--- config.mk ---
export PLATFORM = sky130hd
export DESIGN_NAME = multi_credit_counter
export DESIGN_NICKNAME = d
export VERILOG_FILES = /design/src/rtl/multi_credit_counter.sv
export SDC_FILE = /design/constraint.sdc
export NUM_CORES = 1
export LEC_CHECK = 0
export ABC_CLOCK_PERIOD_IN_PS = 14000
export CORE_ASPECT_RATIO = 1.25
export CORE_MARGIN = 3
export CORE_UTILIZATION = 35
export CTS_BUF_LIST = sky130_fd_sc_hd__clkbuf_4 sky130_fd_sc_hd__clkbuf_8 sky130_fd_sc_hd__clkbuf_16
export CTS_CLUSTER_DIAMETER = 60
export DETAILED_ROUTE_END_ITERATION = 10
export GPL_ROUTABILITY_DRIVEN = 0
export PLACE_DENSITY = 0.56
export SLEW_MARGIN = 40
export SYNTH_ARGS = -nofsm -noshare
export SYNTH_HDL_FRONTEND = slang
export SYNTH_SLANG_ARGS = --single-unit
--- constraint.sdc ---
create_clock -name CLK -period 14 [get_ports CLK]
set_input_delay 1.4 -clock CLK [delete_from_list [all_inputs] [get_ports CLK]]
set_output_delay 1.4 -clock CLK [all_outputs]
set_load 0.02 [all_outputs]
--- src/rtl/multi_credit_counter.sv ---
// multi_credit_counter: NUM_CH credit counters sharing one method interface.
// Each cycle, one channel can be incremented, one decremented (guarded by RDY),
// one conditionally decremented, and one cleared.
// Optional macro CREDIT_COUNTER_SATURATE_EN: saturate at all-ones and set a
// sticky per-channel overflow flag. When it is undefined, counts wrap and
// overflow reads 0.

module credit_lane #(
  parameter int count_sz = 10,
  parameter int INIT_VAL = 0
) (
  input  logic                CLK,
  input  logic                nRST,
  input  logic                inc_hit,
  input  logic [count_sz-1:0] inc_v,
  input  logic                dec_hit,
  input  logic [count_sz-1:0] dec_v,
  input  logic                mdec_hit,
  input  logic [count_sz-1:0] mdec_v,
  input  logic                clr_hit,
  output logic [count_sz-1:0] cnt,
  output logic                pos,
  output logic                ovf
);
  localparam logic [count_sz-1:0] INIT = count_sz'(INIT_VAL);
`ifdef CREDIT_COUNTER_SATURATE_EN
  // The carry bit marks a result above all-ones.
  localparam int SW = count_sz + 1;
`else
  // Modulo wrap discards the carry, so the sum is kept at count width.
  localparam int SW = count_sz;
`endif

  logic [SW-1:0]       sum;
  logic [count_sz-1:0] nxt;

  // Next count: every term is taken against the pre-edge count.
  always_comb begin
    sum = SW'(cnt);
    if (inc_hit)  sum = sum + SW'(inc_v);
    if (dec_hit)  sum = sum - SW'(dec_v);
    if (mdec_hit) sum = sum - SW'(mdec_v);
`ifdef CREDIT_COUNTER_SATURATE_EN
    nxt = sum[SW-1] ? '1 : sum[count_sz-1:0];
`else
    nxt = sum;
`endif
  end

  // Count and positive flag; clear discards all other methods on this lane.
  always_ff @(posedge CLK) begin
    if (!nRST) begin
      cnt <= INIT;
      pos <= (INIT != '0);
    end else if (clr_hit) begin
      cnt <= INIT;
      pos <= (INIT != '0);
    end else begin
      cnt <= nxt;
      pos <= (nxt != '0);
    end
  end

`ifdef CREDIT_COUNTER_SATURATE_EN
  // Sticky overflow, cleared only by reset or clear of this lane.
  always_ff @(posedge CLK) begin
    if (!nRST)          ovf <= 1'b0;
    else if (clr_hit)   ovf <= 1'b0;
    else if (sum[SW-1]) ovf <= 1'b1;
  end
`else
  assign ovf = 1'b0;
`endif
endmodule

module multi_credit_counter #(
  parameter int count_sz = 10,
  parameter int NUM_CH   = 4,
  parameter int CH_W     = 2,
  parameter int INIT_VAL = 0
) (
  input  logic                CLK,
  input  logic                nRST,
  input  logic                increment__ENA,
  input  logic [CH_W-1:0]     increment_ch,
  input  logic [count_sz-1:0] increment_v,
  output logic                increment__RDY,
  input  logic                decrement__ENA,
  input  logic [CH_W-1:0]     decrement_ch,
  input  logic [count_sz-1:0] decrement_v,
  output logic                decrement__RDY,
  input  logic                maybeDecrement__ENA,
  input  logic [CH_W-1:0]     maybeDecrement_ch,
  input  logic [count_sz-1:0] maybeDecrement_v,
  output logic                maybeDecrement,
  output logic                maybeDecrement__RDY,
  input  logic                clear__ENA,
  input  logic [CH_W-1:0]     clear_ch,
  output logic                clear__RDY,
  input  logic [CH_W-1:0]     read_ch,
  output logic [count_sz-1:0] read,
  output logic [NUM_CH-1:0]   positive,
  output logic [NUM_CH-1:0]   overflow
);
  typedef struct packed {
    logic                ena;
    logic [CH_W-1:0]     ch;
    logic [count_sz-1:0] v;
  } req_t;

  req_t inc_req, dec_req, mdec_req;
  logic [NUM_CH-1:0][count_sz-1:0] cnt_arr;
  logic mdec_take;

  assign inc_req  = '{increment__ENA, increment_ch, increment_v};
  assign dec_req  = '{decrement__ENA, decrement_ch, decrement_v};
  assign mdec_req = '{maybeDecrement__ENA, maybeDecrement_ch, maybeDecrement_v};

  assign increment__RDY      = 1'b1;
  assign maybeDecrement__RDY = 1'b1;
  assign clear__RDY          = 1'b1;

  // Guards and read port all see the pre-edge counts.
  always_comb begin
    read           = cnt_arr[read_ch];
    decrement__RDY = cnt_arr[dec_req.ch] >= dec_req.v;
    // A same-channel decrement owns the credits; maybeDecrement backs off.
    maybeDecrement = (cnt_arr[mdec_req.ch] >= mdec_req.v) &&
                     !(dec_req.ena && dec_req.ch == mdec_req.ch);
    mdec_take      = mdec_req.ena && maybeDecrement;
  end

  for (genvar i = 0; i < NUM_CH; i++) begin : g_lane
    credit_lane #(.count_sz(count_sz), .INIT_VAL(INIT_VAL)) u_lane (
      .CLK      (CLK),
      .nRST     (nRST),
      .inc_hit  (inc_req.ena && inc_req.ch == CH_W'(i)),
      .inc_v    (inc_req.v),
      .dec_hit  (dec_req.ena && dec_req.ch == CH_W'(i)),
      .dec_v    (dec_req.v),
      .mdec_hit (mdec_take && mdec_req.ch == CH_W'(i)),
      .mdec_v   (mdec_req.v),
      .clr_hit  (clear__ENA && clear_ch == CH_W'(i)),
      .cnt      (cnt_arr[i]),
      .pos      (positive[i]),
      .ovf      (overflow[i])
    );
  end

`ifndef SYNTHESIS
  // Decrementing without RDY would underflow the channel.
  always_ff @(posedge CLK) begin
    if (nRST && decrement__ENA)
      assert (decrement__RDY) else $error("decrement__ENA without decrement__RDY");
  end
`endif
endmodule

## After elaboration in Yosys (flattened, before gate mapping)

Index checks and enable logic that the tools add are counted.

| word-level totals | value |
|---|---|
| input port bits | 46 |
| register bits after elaboration | 44 |

| cells by class | value |
|---|---|
| multiplexer cells | 18 |
| reduce and logical (&&, ||, !) cells | 32 |
| equality and inequality tests | 13 |
| add/sub/neg operators | 12 |
| magnitude comparators | 5 |
| bitwise logic cells | 1 |

Operators by type and width:

| cell | number |
|---|---|
| two-way mux 10 bit | 15 |
| subtractor 10 bit | 8 |
| binary-select mux 10 bit (select 2 bit) | 3 |
| adder 10 bit | 4 |
| nonzero test 10 bit | 4 |
| >= comparator 10 bit | 2 |
| logical AND 1 bit | 19 |
| equality test 2 bit, second input constant | 8 |
| < comparator 2 x 3 -> 1 bit, second input constant | 3 |
| equality test 2 x 1 -> 1 bit, second input constant | 4 |
| zero test 2 bit | 4 |
| OR reduction 2 bit | 4 |
| equality test 2 bit | 1 |
| zero test 1 bit | 1 |
| inverter 1 bit | 1 |

## Logic depth before layout (Yosys ltp)

Gate-level depths: netlist (run 1).

| logic depth | value |
|---|---|
| word-level depth | 8 |
| depth in mapped cells | 21 |

## Hierarchy

Synthesis (run 1) repeated with hierarchy kept, for this count alone.

| unflattened totals | value |
|---|---|
| cells, all modules | 1142 |
| area, all modules | 9218.8 um2 |

Modules (own cells, without submodules):

| module | area an instance (um2) | instances | cells each |
|---|---|---|---|
| credit_lane at g_lane[2].u_lane | 2020.7 | 1 | 275 |
| credit_lane at g_lane[1].u_lane | 1979.4 | 1 | 254 |
| credit_lane at g_lane[3].u_lane | 1928.1 | 1 | 244 |
| credit_lane at g_lane[0].u_lane | 1849.3 | 1 | 237 |
| multi_credit_counter | 1441.4 | 1 | 132 |

## Least setup slack after synthesis (run 1)

No wires, ideal clock.

| timing | value |
|---|---|
| path type | input to register |
| start | in increment_v[0] |
| end | reg g_lane[2].u_lane.pos |
| slack | 8.378 ns |
| data required time | 13.862 ns |
| setup time | 0.138 ns |
| arrival | 5.484 ns |
| stages | 20 |
| cells stage by stage | ha_1 fa_1 a211o_1 and3_1 o22ai_1 xor2_1 o21ai_0 ha_1 nor4b_1 mux2_2 a211oi_1 o311ai_0 ha_1 or3_1 nor3_1 o31ai_1 xnor2_1 a22oi_1 xnor2_1 a41oi_1 |

| on the way | value |
|---|---|
| word-level cells in the longest chain between the ends | 7 |

RTL lines:

| what | line | source |
|---|---|---|
| start, declared | 86 | `input logic [count_sz-1:0] increment_v,` |
| adder 10 bit * | 40 | `if (inc_hit) sum = sum + SW'(inc_v);` |
| two-way mux 10 bit * | 40 |  |
| subtractor 10 bit | 41 | `if (dec_hit) sum = sum - SW'(dec_v);` |
| two-way mux 10 bit * | 41 |  |
| subtractor 10 bit | 42 | `if (mdec_hit) sum = sum - SW'(mdec_v);` |
| two-way mux 10 bit * | 42 |  |
| nonzero test 10 bit * | 60 | `pos <= (nxt != '0);` |
| end signal, assigned | 54 | `pos <= (INIT != '0);` |
| end signal, assigned | 57 | `pos <= (INIT != '0);` |
| end signal, assigned | 60 |  |
| end, declared | 22 | `output logic pos,` |

Every way passes the cells marked *; elsewhere a longest branch is shown, timed or not.
A chain may end at the register's enable or synchronous reset.

## Final worst setup path (run 1)

| timing | value |
|---|---|
| start | in increment_v[1] |
| end | reg g_lane[2].u_lane.pos |

Same word-level chain as after synthesis.

==> qor.yml, run 1 <==
outcome: "complete, no violations"
synthToLayoutAreaGrowth_pct: 11.80
postCtsResizedCells: 0
drt-initial-drc-count: 501
r2r_end: "g_lane[2].u_lane.pos$_SDFF_PP0_"
netlist_area_um2: 8566
portBuffers: 61
final_layout_size_suffix_gt1_share_pct: 8.757
ctsHtreeMaxLevel: 2
start_util_pct: 35.86
cts_hold_buf: 0
die_h_um: 180.9
crit_chain: "clkdlybuf4s50_1 -> fa_1 -> a211o_1 -> and3_1 -> o22ai_1 -> xor2_1 -> o21ai_0 -> ha_1 -> nor4b_1 -> mux2_2 -> a211oi_1 -> o311ai_0 -> ha_1 -> or3_1 -> nor3_1 -> o31ai_1 -> xnor2_1 -> a22oi_1 -> xnor2_1 -> a41oi_1"
fin_nets: 1247
ys_seq_area_share_pct: 10.28
clock_path_buffers: 2
synth_seq_cells: 44
dieArea_um2: 26400
synth_edf_count: 0
vias_per_cell: 5.726
setup_viol: 0
track_usage_pct: 21.53
drt-total-wl_mm: 29.21
place_ws_ns: 7.249
drc: 0
coreArea_um2: 23880
dr.pass1.iters: 4
grt_max_degree: 20
ir_drop_v: 0.00004857
ys_types: 82
synth_top_cell_area_share_pct: 18.70
hp-start: "g_lane[2].u_lane.cnt[9]$_SDFF_PP0_"
final.period_utilization_pct: 46.04
rr_startpoint: "g_lane[2].u_lane.cnt[0]$_SDFF_PP0_"
yosys.area.top_type: "ha_1"
cts_inserted_buffers: 5
power_density_nw_per_um2: 78.80
tns_ns: 0
io-pin-count: 69
finalClockSkew_ns: 0.003832
period_needed_ns: 6.446
fillers: 2419
cts-root-buf: "clkbuf_16"
clk_pin_slew_ns: 0.06
crit_path_start_kind: "input pin"
post-cts-setup-buffer-count: 0
ant_nets: 0
ys.flop_type: "dfxtp_1"
rrSetupSlack_ns: 8.96
path_delay_family: "compound AO/OA/AOI/OAI gates"
critPathRequiredTime_ns: 14.16
dp_hpwl_mm: 23.31
max_freq_mhz: 155.1
cp.arrival_ns: 6.61
path_class: "input pin to flop"
wl_per_cell_um: 21.06
rows: 63
critical_path.max_fanout: 8
cp_slowest_cell: "clkdlybuf4s50_1"
worst_slew_pin_slew_ns: 0.8163
async_reset_ff_share_pct: 0
slew_headroom_pct: 45.41
slew_violations: 0
multi_input_area_um2: 7292
final_util_pct: 40.10
syn_inst: 1022
p_leak_nw: 4.195
reg2reg_depth: 20
diodes: 0
cp-end-kind: "flop"
slowest_delay_ns: 0.73
hold_depth: 3
grt-ovfl-total: 0
seq_area_um2: 880.8
path_buf_inv: 1
grt_pass1_wl_mm: 44.12
hold_class: "flop to flop"
vias: 7942
cts.sinks: 44
synth.avg_cell_area_um2: 8.381
ys_warn_count: 0
die_w_um: 145.9
cts_tree: "yes"
clock_latency_ns: 0.29
drv_cap: 0
worst_slack_ns: 7.554
grt_pass1_vias: 7622
rsz0062_at_grt: "no"
yosys-top-cells-area: "ha_1 19%, dfxtp_1 10%, mux4_2 7.9%"
antenna_found_initial: 0
hold_violations: 0
hold_end: "g_lane[2].u_lane.cnt[9]$_SDFF_PP0_"
[power by group]
part | total [W] | switching (W) | internal (W)
sequential | 0.000157 | 0.0000207 | 0.000137
clock | 0.000137 | 0.0000526 | 0.0000839
combinational | 0.000461 | 0.000251 | 0.000209
[worst max-delay path by stage]
stage | startpoint | to | slack [ns] | depth (start not counted)
2_1_floorplan | increment_v[0] | g_lane[2].u_lane.pos$_SDFF_PP0_ | 8.38 | 20
3_3_place_gp | increment_v[1] | g_lane[2].u_lane.pos$_SDFF_PP0_ | 7.29 | 20
3_5_place_dp | increment_v[1] | g_lane[2].u_lane.pos$_SDFF_PP0_ | 7.25 | 20
4_1_cts | increment_v[1] | g_lane[2].u_lane.pos$_SDFF_PP0_ | 7.54 | 20
5_1_grt | increment_v[1] | g_lane[2].u_lane.pos$_SDFF_PP0_ | 7.12 | 20
6_report | increment_v[1] | g_lane[2].u_lane.pos$_SDFF_PP0_ | 7.55 | 20
[cells in the mapped netlist (all sizes together), types with 6 or more instances]
cell type,number
a211oi,22
a21o,26
a21oi,36
a41oi,11
and3,15
buf,24
clkbuf,17
dfxtp,44
fa,12
ha,128
inv,44
mux2,22
mux2i,38
mux4,30
nand2,75
nand2b,14
nand3,26
nand3b,6
nor2,88
nor2b,18
nor3,30
nor3b,11
nor4b,6
o2111ai,9
o211ai,6
o21a,13
o21ai,65
o31ai,15
or3,11
xnor2,56
xor2,24
[worst min-delay path, cell delays in order (launching register included)]
cell,delay [ns]
dfxtp_1,0.38
xnor2_1,0.16
xnor2_1,0.08
nor2_1,0.08
[layout by cell type, fill, tap and decap left out, types with 22 or more instances in the layout]
cell / Yosys / layout
xnor2_1: 56 / 56
nor3_1: 30 / 30
a211oi_1: 22 / 22
o21ai_0: 62 / 61
nand2_1: 75 / 75
a21oi_1: 36 / 36
nand3_1: 26 / 26
dfxtp_1: 44 / 44
clkdlybuf4s50_1: 0 / 59
a21o_1: 26 / 26
nor2_1: 88 / 86
mux2i_1: 37 / 37
xor2_1: 24 / 24
ha_1: 128 / 128
inv_1: 44 / 44
mux4_2: 30 / 30
[cell families after synthesis]
kind of cell | share of synthesized area, %
compound gates | 19.81
xor+xnor | 8.180
fa+ha+maj | 21.50
buf+inv | 4.908
flops | 10.28
mux | 15.41
other cells | 0.08768
simple gates | 19.82
[final cells by class]
class	count	area share, %
multi-input combinational	897	76.14
sequential	44	9.198
timing repair buffer	69	6.938
tap	325	4.246
inverter	44	1.725
clock buffer	5	1.307
clock inverter	3	0.4442
[routing by layer]
| metal | vias up | global-route usage [%] | part of all wire [%] |
|---|---|---|---|
| li1 | 3905 | - | - |
| met1 | 3754 | 27.74 | 43 |
| met2 | 233 | 36.92 | 48 |
| met3 | 50 | 2.308 | 4.9 |
| met4 | 0 | 8.400 | 4.3 |
| met5 | - | 0 | 0 |
[state kept, by name (all words and copies together) (netlist names)]
name               cells
g_lane.u_lane.pos      4
g_lane.u_lane.cnt     40
[stage by stage]
step / hold slack, ns / area, µm² / std cells / total power [W]
3_5_place_dp: 0.7108 / 9403 / 1379 / 0.0006154
3_3_place_gp: 0.7179 / 9399 / 1378 / 0.0006142
5_1_grt: 0.8206 / 9577 / 1387 / 0.0008125
6_report: 0.7359 / 9577 / 1387 / 0.0007546
2_1_floorplan: 0.6475 / 8584 / 1027 / 0.0004984
4_1_cts: 0.7334 / 9570 / 1387 / 0.0007540
Note: power is estimated with default switching activity, not from simulation.
==> run 2: changes to the inputs <==
Settings changed: ABC_CLOCK_PERIOD_IN_PS 14000 to 5800, PLACE_DENSITY 0.56 to 0.57.
Clock period 14 ns to 5.8 ns, I/O delays scaled along.
==> run 2 against run 1 <==
Net effect:
- clock skew is 0.0064 ns higher
- register-to-register slack worse by 8.2 ns
- sequential power is 140% higher
- design area is 1.7% higher
- routed wire length is 0.93% lower
- largest power group unchanged
==> qor.yml, run 2 (synthesis gave the netlist of run 1 again) <==
outcome: "complete, no violations"  # unchanged
grt_pass1_wl_mm: 43.20  # was 44.12 mm
cp_slowest_cell: "clkdlybuf4s50_1"  # unchanged
start_util_pct: 35.86  # unchanged
antenna_found_initial: 0  # unchanged
cts_hold_buf: 0  # unchanged
grt_pass1_vias: 7666  # was 7622
die_h_um: 180.9  # unchanged
hold_depth: 4  # was 3
drc: 0  # unchanged
portBuffers: 61  # unchanged
ir_drop_v: 0.0001315  # was 0.00004857 V
hold_class: "flop to flop"  # unchanged
cp.arrival_ns: 5.62  # was 6.61 ns
largest_register: "g_lane.u_lane.cnt"  # unchanged
slew_violations: 0  # unchanged
clk_pin_slew_ns: 0.07  # was 0.06 ns
dieArea_um2: 26400  # unchanged
p_leak_nw: 4.294  # was 4.195 nW
final_common_cell: "ha_1"  # unchanged
cp-end-kind: "flop"  # unchanged
finalClockSkew_ns: 0.01023  # was 0.003832 ns
mostFrequentLayoutCells: "128 x ha_1, 88 x nor2_1, 75 x nand2_1"  # was 128 x ha_1, 86 x nor2_1, 75 x nand2_1
grt_max_degree: 23  # was 20
final_util_pct: 40.77  # was 40.10%
fin_nets: 1265  # was 1247
dr_wl_met3_mm: 1.195  # was 1.420 mm
ctsHtreeMaxLevel: 2  # unchanged
wl_met2_mm: 13.85  # was 13.98 mm
rrSetupSlack_ns: 0.81  # was 8.96 ns
track_usage_pct: 21.18  # was 21.53%
cts_tree: "yes"  # unchanged
hold_end: "g_lane[0].u_lane.cnt[9]$_SDFF_PP0_"  # was g_lane[2].u_lane.cnt[9]$_SDFF_PP0_
setup_viol: 0  # unchanged
period_needed_ns: 5.429
drt-total-wl_mm: 28.94  # was 29.21 mm
drt-initial-drc-count: 512  # was 501
hp-start: "g_lane[0].u_lane.cnt[9]$_SDFF_PP0_"  # was g_lane[2].u_lane.cnt[9]$_SDFF_PP0_
path_buf_inv: 2  # was 1
grt-ovfl-total: 0  # unchanged
path_delay_family: "compound AO/OA/AOI/OAI gates"  # unchanged
worstSetupPathDepth: 22  # was 20
slowest_delay_ns: 0.48  # was 0.73 ns
final_layout_size_suffix_gt1_share_pct: 9.917  # was 8.757%
crit_chain: "clkdlybuf4s50_1 -> ha_1 -> fa_1 -> a211o_1 -> and3_1 -> o22ai_1 -> xor2_1 -> o21ai_0 -> ha_1 -> nor4b_1 -> mux2_2 -> a211oi_1 -> o311ai_1 -> ha_1 -> or3_1 -> nor3_2 -> o31ai_1 -> xnor2_1 -> a22oi_1 -> xnor2_1 -> buf_4 -> nor2_1"  # was clkdlybuf4s50_1 -> fa_1 -> a211o_1 -> and3_1 -> o22ai_1 -> xor2_1 -> o21ai_0 -> ha_1 -> nor4b_1 -> mux2_2 -> a211oi_1 -> o311ai_0 -> ha_1 -> or3_1 -> nor3_1 -> o31ai_1 -> xnor2_1 -> a22oi_1 -> xnor2_1 -> a41oi_1
synthToLayoutAreaGrowth_pct: 13.67  # was 11.80%
tns_ns: 0  # unchanged
dr.pass1.iters: 5  # was 4
top_regs: "g_lane.u_lane.cnt (40), g_lane.u_lane.pos (4)"  # unchanged
rows: 63  # unchanged
critical_path.max_fanout: 7  # was 8
diodes: 0  # unchanged
power_density_nw_per_um2: 193.3  # was 78.80 nW/µm²
io-pin-count: 69  # unchanged
highest_layer: "met4"  # unchanged
seq_area_um2: 880.8  # unchanged
clock_path_buffers: 2  # unchanged
crit_top_cell: "ha_1"
largest_reg_flops: 40  # unchanged
critPathRequiredTime_ns: 5.99  # was 14.16 ns
vias: 8049  # was 7942
rsz0062_at_grt: "no"  # unchanged
hold_violations: 0  # unchanged
crit_path_start_kind: "input pin"  # unchanged
slew_headroom_pct: 41.89  # was 45.41%
cts_inserted_buffers: 5  # unchanged
dp_hpwl_mm: 23.50  # was 23.31 mm
rr_startpoint: "g_lane[2].u_lane.cnt[0]$_SDFF_PP0_"  # unchanged
fillers: 2428  # was 2419
drv_cap: 0  # unchanged
worst_slew_pin_slew_ns: 0.8684  # was 0.8163 ns
cts.sinks: 44  # unchanged
r2r_end: "g_lane[2].u_lane.cnt[9]$_SDFF_PP0_"  # was g_lane[2].u_lane.pos$_SDFF_PP0_
die_w_um: 145.9  # unchanged
multi_input_area_um2: 7293  # was 7292 µm²
ant_nets: 0  # unchanged
cts-root-buf: "clkbuf_16"  # unchanged
clock_latency_ns: 0.30  # was 0.29 ns
coreArea_um2: 23880  # unchanged
path_class: "input pin to flop"  # unchanged
final.period_utilization_pct: 93.60
wirelength_met1_mm: 12.26  # was 12.55 mm
vias_per_cell: 5.733  # was 5.726
wl_per_cell_um: 20.61  # was 21.06 µm
reg2reg_depth: 21  # was 20
max_freq_mhz: 184.2
-- run 2: cell types whose count changed in the layout (fill, tap and decap cells not counted), moves of 2 or more --
cell | before | now
nor2_1 | 86 | 88
clkdlybuf4s50_1 | 59 | 61
buf_4 | 7 | 26
nor2_2 | 2 | 0
buf_2 | 2 | 0
-- run 2: repair_timing --
action / in CTS / in global routing
endpoints found under the setup margin: 0 / 3
resized for setup: 0 / 3
buffers inserted: 0 / 1
-- run 2: worst max path at each step --
stage / start / end / slack [ns]
global placement: increment_v[0] / g_lane[2].u_lane.pos$_SDFF_PP0_ / 0.10
finish: increment_v[0] / g_lane[2].u_lane.cnt[9]$_SDFF_PP0_ / 0.37
CTS: increment_v[0] / g_lane[2].u_lane.pos$_SDFF_PP0_ / 0.28
floorplan: increment_v[0] / g_lane[2].u_lane.pos$_SDFF_PP0_ / 1.0
detailed placement: increment_v[0] / g_lane[2].u_lane.pos$_SDFF_PP0_ / 0.004
global route: increment_v[0] / g_lane[1].u_lane.pos$_SDFF_PP0_ / 0.02
-- run 2: tightest hold or removal path, stage by stage, from the launching register on --
cell,delay (ns)
dfxtp_1,0.43
nand2_1,0.07
o211ai_1,0.12
xor2_1,0.11
nor2_1,0.08
-- run 2: final cells by class --
class / count / share of cell area, %
repair buffers: 87 / 8.276
well taps: 325 / 4.176
multi-input cells: 897 / 74.90
flip-flops and latches: 44 / 9.047
clock buffers: 5 / 1.285
clock inverters: 2 / 0.6168
inverters: 44 / 1.696
-- run 2: report_power, final --
group	leakage [nW]	internal, W	switching (W)	total [W]
Clock	0.0899	0.000245	0.000136	0.000381
Combinational	3.84	0.000515	0.000608	0.00112
Sequential	0.360	0.000330	0.0000476	0.000378
Total	4.29	0.00109	0.000792	0.00188
-- run 2: through the flow --
| stage | setup slack (ns) | hold WS [ns] | area, µm² | total power, W | std cells |
|---|---|---|---|---|---|
| global route | 0.01600 | 0.9022 | 9737 | 0.002019 | 1404 |
| finish | 0.3713 | 0.8390 | 9737 | 0.001883 | 1404 |
| floorplan | 0.9982 | 0.6475 | 8584 | 0.001203 | 1027 |
| detailed placement | 0.004385 | 0.7482 | 9534 | 0.001490 | 1396 |
| global placement | 0.1049 | 0.7410 | 9534 | 0.001481 | 1396 |
| CTS | 0.2760 | 0.7725 | 9719 | 0.001876 | 1403 |
-- run 2: routing by layer --
metal | GRT usage, % | vias to the layer above
li1 | - | 3932
met1 | 26.17 | 3834
met2 | 36.28 | 218
met3 | 2.158 | 65
met4 | 11.29 | 0
met5 | 0 | -
==> run 3: changes to the inputs <==
Settings changed: MAX_ROUTING_LAYER set to met4.
==> run 3 against run 2 <==
Net effect:
- final cell count is the same
- combinational power is essentially flat
- sequential share of layout area stayed put
- clock-buffer cell count unchanged
- design area unchanged
- maximum frequency is 0.18% lower
- sequential power is essentially flat
- routed wire length hardly changed
- total power is 0.10% lower
==> qor.yml, run 3 (synthesis gave the netlist of run 1 again) <==
outcome: "complete, no violations"  # unchanged
p_total_w: 0.001881  # was 0.001883 W
critical_path.max_fanout: 7  # unchanged
multi_input_area_um2: 7293  # unchanged
cts_hold_buf: 0  # unchanged
io-pin-count: 69  # unchanged
diodes: 0  # unchanged
cts_tree: "yes"  # unchanged
period_needed_ns: 5.439  # was 5.429 ns
finalClockSkew_ns: 0.006911  # was 0.01023 ns
die_w_um: 145.9  # unchanged
clk_pin_slew_ns: 0.06  # was 0.07 ns
cts-root-buf: "clkbuf_16"  # unchanged
wl_per_cell_um: 20.60  # was 20.61 µm
drt-total-wl_mm: 28.92  # was 28.94 mm
ant_nets: 0  # unchanged
final.period_utilization_pct: 93.77  # was 93.60%
cts_inserted_buffers: 5  # unchanged
seq_area_um2: 880.8  # unchanged
vias: 8057  # was 8049
rows: 63  # unchanged
mostFrequentLayoutCells: "128 x ha_1, 88 x nor2_1, 75 x nand2_1"  # unchanged
drc: 0  # unchanged
cp-end-kind: "flop"  # unchanged
hold_class: "flop to flop"  # unchanged
drt-initial-drc-count: 535  # was 512
fillers: 2428  # unchanged
slew_headroom_pct: 41.52  # was 41.89%
dr.pass1.iters: 6  # was 5
cp.arrival_ns: 5.63  # was 5.62 ns
clock_path_buffers: 2  # unchanged
dp_hpwl_mm: 23.50  # unchanged
top_regs: "g_lane.u_lane.cnt (40), g_lane.u_lane.pos (4)"  # unchanged
grt_max_degree: 23  # unchanged
fin_nets: 1265  # unchanged
grt_pass1_wl_mm: 43.19  # was 43.20 mm
max_freq_mhz: 183.9  # was 184.2 MHz
clock_latency_ns: 0.30  # about the same
largest_register: "g_lane.u_lane.cnt"  # unchanged
power_density_nw_per_um2: 193.1  # was 193.3 nW/µm²
coreArea_um2: 23880  # unchanged
ir_drop_v: 0.0001327  # was 0.0001315 V
path_class: "input pin to flop"  # unchanged
vias_per_cell: 5.739  # was 5.733
final_layout_size_suffix_gt1_share_pct: 9.917  # unchanged
cts.sinks: 44  # unchanged
final_common_cell: "ha_1"  # unchanged
worst_slew_pin_slew_ns: 0.8740  # was 0.8684 ns
largest_reg_flops: 40  # unchanged
grt_pass1_vias: 7667  # was 7666
grt-ovfl-total: 0  # unchanged
hold_violations: 0  # unchanged
start_util_pct: 35.86  # unchanged
p_leak_nw: 4.294  # unchanged
rsz0062_at_grt: "no"  # unchanged
portBuffers: 61  # unchanged
track_usage_pct: 21.80  # was 21.18%
crit_path_start_kind: "input pin"  # unchanged
tns_ns: 0  # unchanged
slew_violations: 0  # unchanged
ctsHtreeMaxLevel: 2  # unchanged
antenna_found_initial: 0  # unchanged
die_h_um: 180.9  # unchanged
setup_viol: 0  # unchanged
drv_cap: 0  # unchanged
dieArea_um2: 26400  # unchanged
critPathRequiredTime_ns: 5.99  # about the same
synthToLayoutAreaGrowth_pct: 13.67  # unchanged
## run 3: layout make-up
cell class	instances	area share, %
tap	325	4.176
clock inverter	2	0.6168
sequential	44	9.047
clock buffer	5	1.285
multi-input combinational	897	74.90
inverter	44	1.696
timing repair buffer	87	8.276
## run 3: layer usage
layer	up-vias	wire (µm)	GRT usage (%)
li1	3937	-	-
met1	3815	12030	26.15
met2	235	13770	36.38
met3	70	1416	2.032
met4	0	1700	11.29
met5	-	0	-
## run 3: metrics by stage
step	setup WS (ns)	hold slack [ns]	utilization (%)	instances	cell area (µm²)
CTS	0.2760	0.7725	40.69	1403	9719
finish	0.3615	0.8394	40.77	1404	9737
global route	0.01603	0.9022	40.77	1404	9737
global placement	0.1049	0.7410	39.92	1396	9534
detailed placement	0.004385	0.7482	39.92	1396	9534
floorplan	0.9982	0.6475	-	1027	8584
## run 3: timing repair
item	in CTS	in global routing
endpoints found under the setup margin	0	3
buffers inserted	0	1
gates resized for setup	0	3
## run 3: power by group
part | switching, W | internal (W)
clock network | 0.000134 | 0.000245
logic | 0.000608 | 0.000516
registers | 0.0000476 | 0.000330
## run 3: final timing paths
kind	cells past startpoint	to	slack, ns	from
setup / recovery	22	g_lane[2].u_lane.cnt[9]$_SDFF_PP0_	0.36	increment_v[0]
hold / removal	4	g_lane[0].u_lane.cnt[9]$_SDFF_PP0_	0.84	g_lane[0].u_lane.cnt[9]$_SDFF_PP0_
setup reg to reg	21	g_lane[2].u_lane.cnt[9]$_SDFF_PP0_	0.80	g_lane[2].u_lane.cnt[0]$_SDFF_PP0_
hold reg to reg	4	g_lane[0].u_lane.cnt[9]$_SDFF_PP0_	0.84	g_lane[0].u_lane.cnt[9]$_SDFF_PP0_
## run 3: critical path, cell delays in order
cell	delay [ns]
clkdlybuf4s50_1	0.48
ha_1	0.27
fa_1	0.42
a211o_1	0.31
and3_1	0.20
o22ai_1	0.16
xor2_1	0.25
o21ai_0	0.12
ha_1	0.36
nor4b_1	0.16
mux2_2	0.28
a211oi_1	0.25
o311ai_1	0.17
ha_1	0.26
or3_1	0.39
nor3_2	0.16
o31ai_1	0.12
xnor2_1	0.14
a22oi_1	0.21
xnor2_1	0.17
buf_4	0.14
nor2_1	0.03
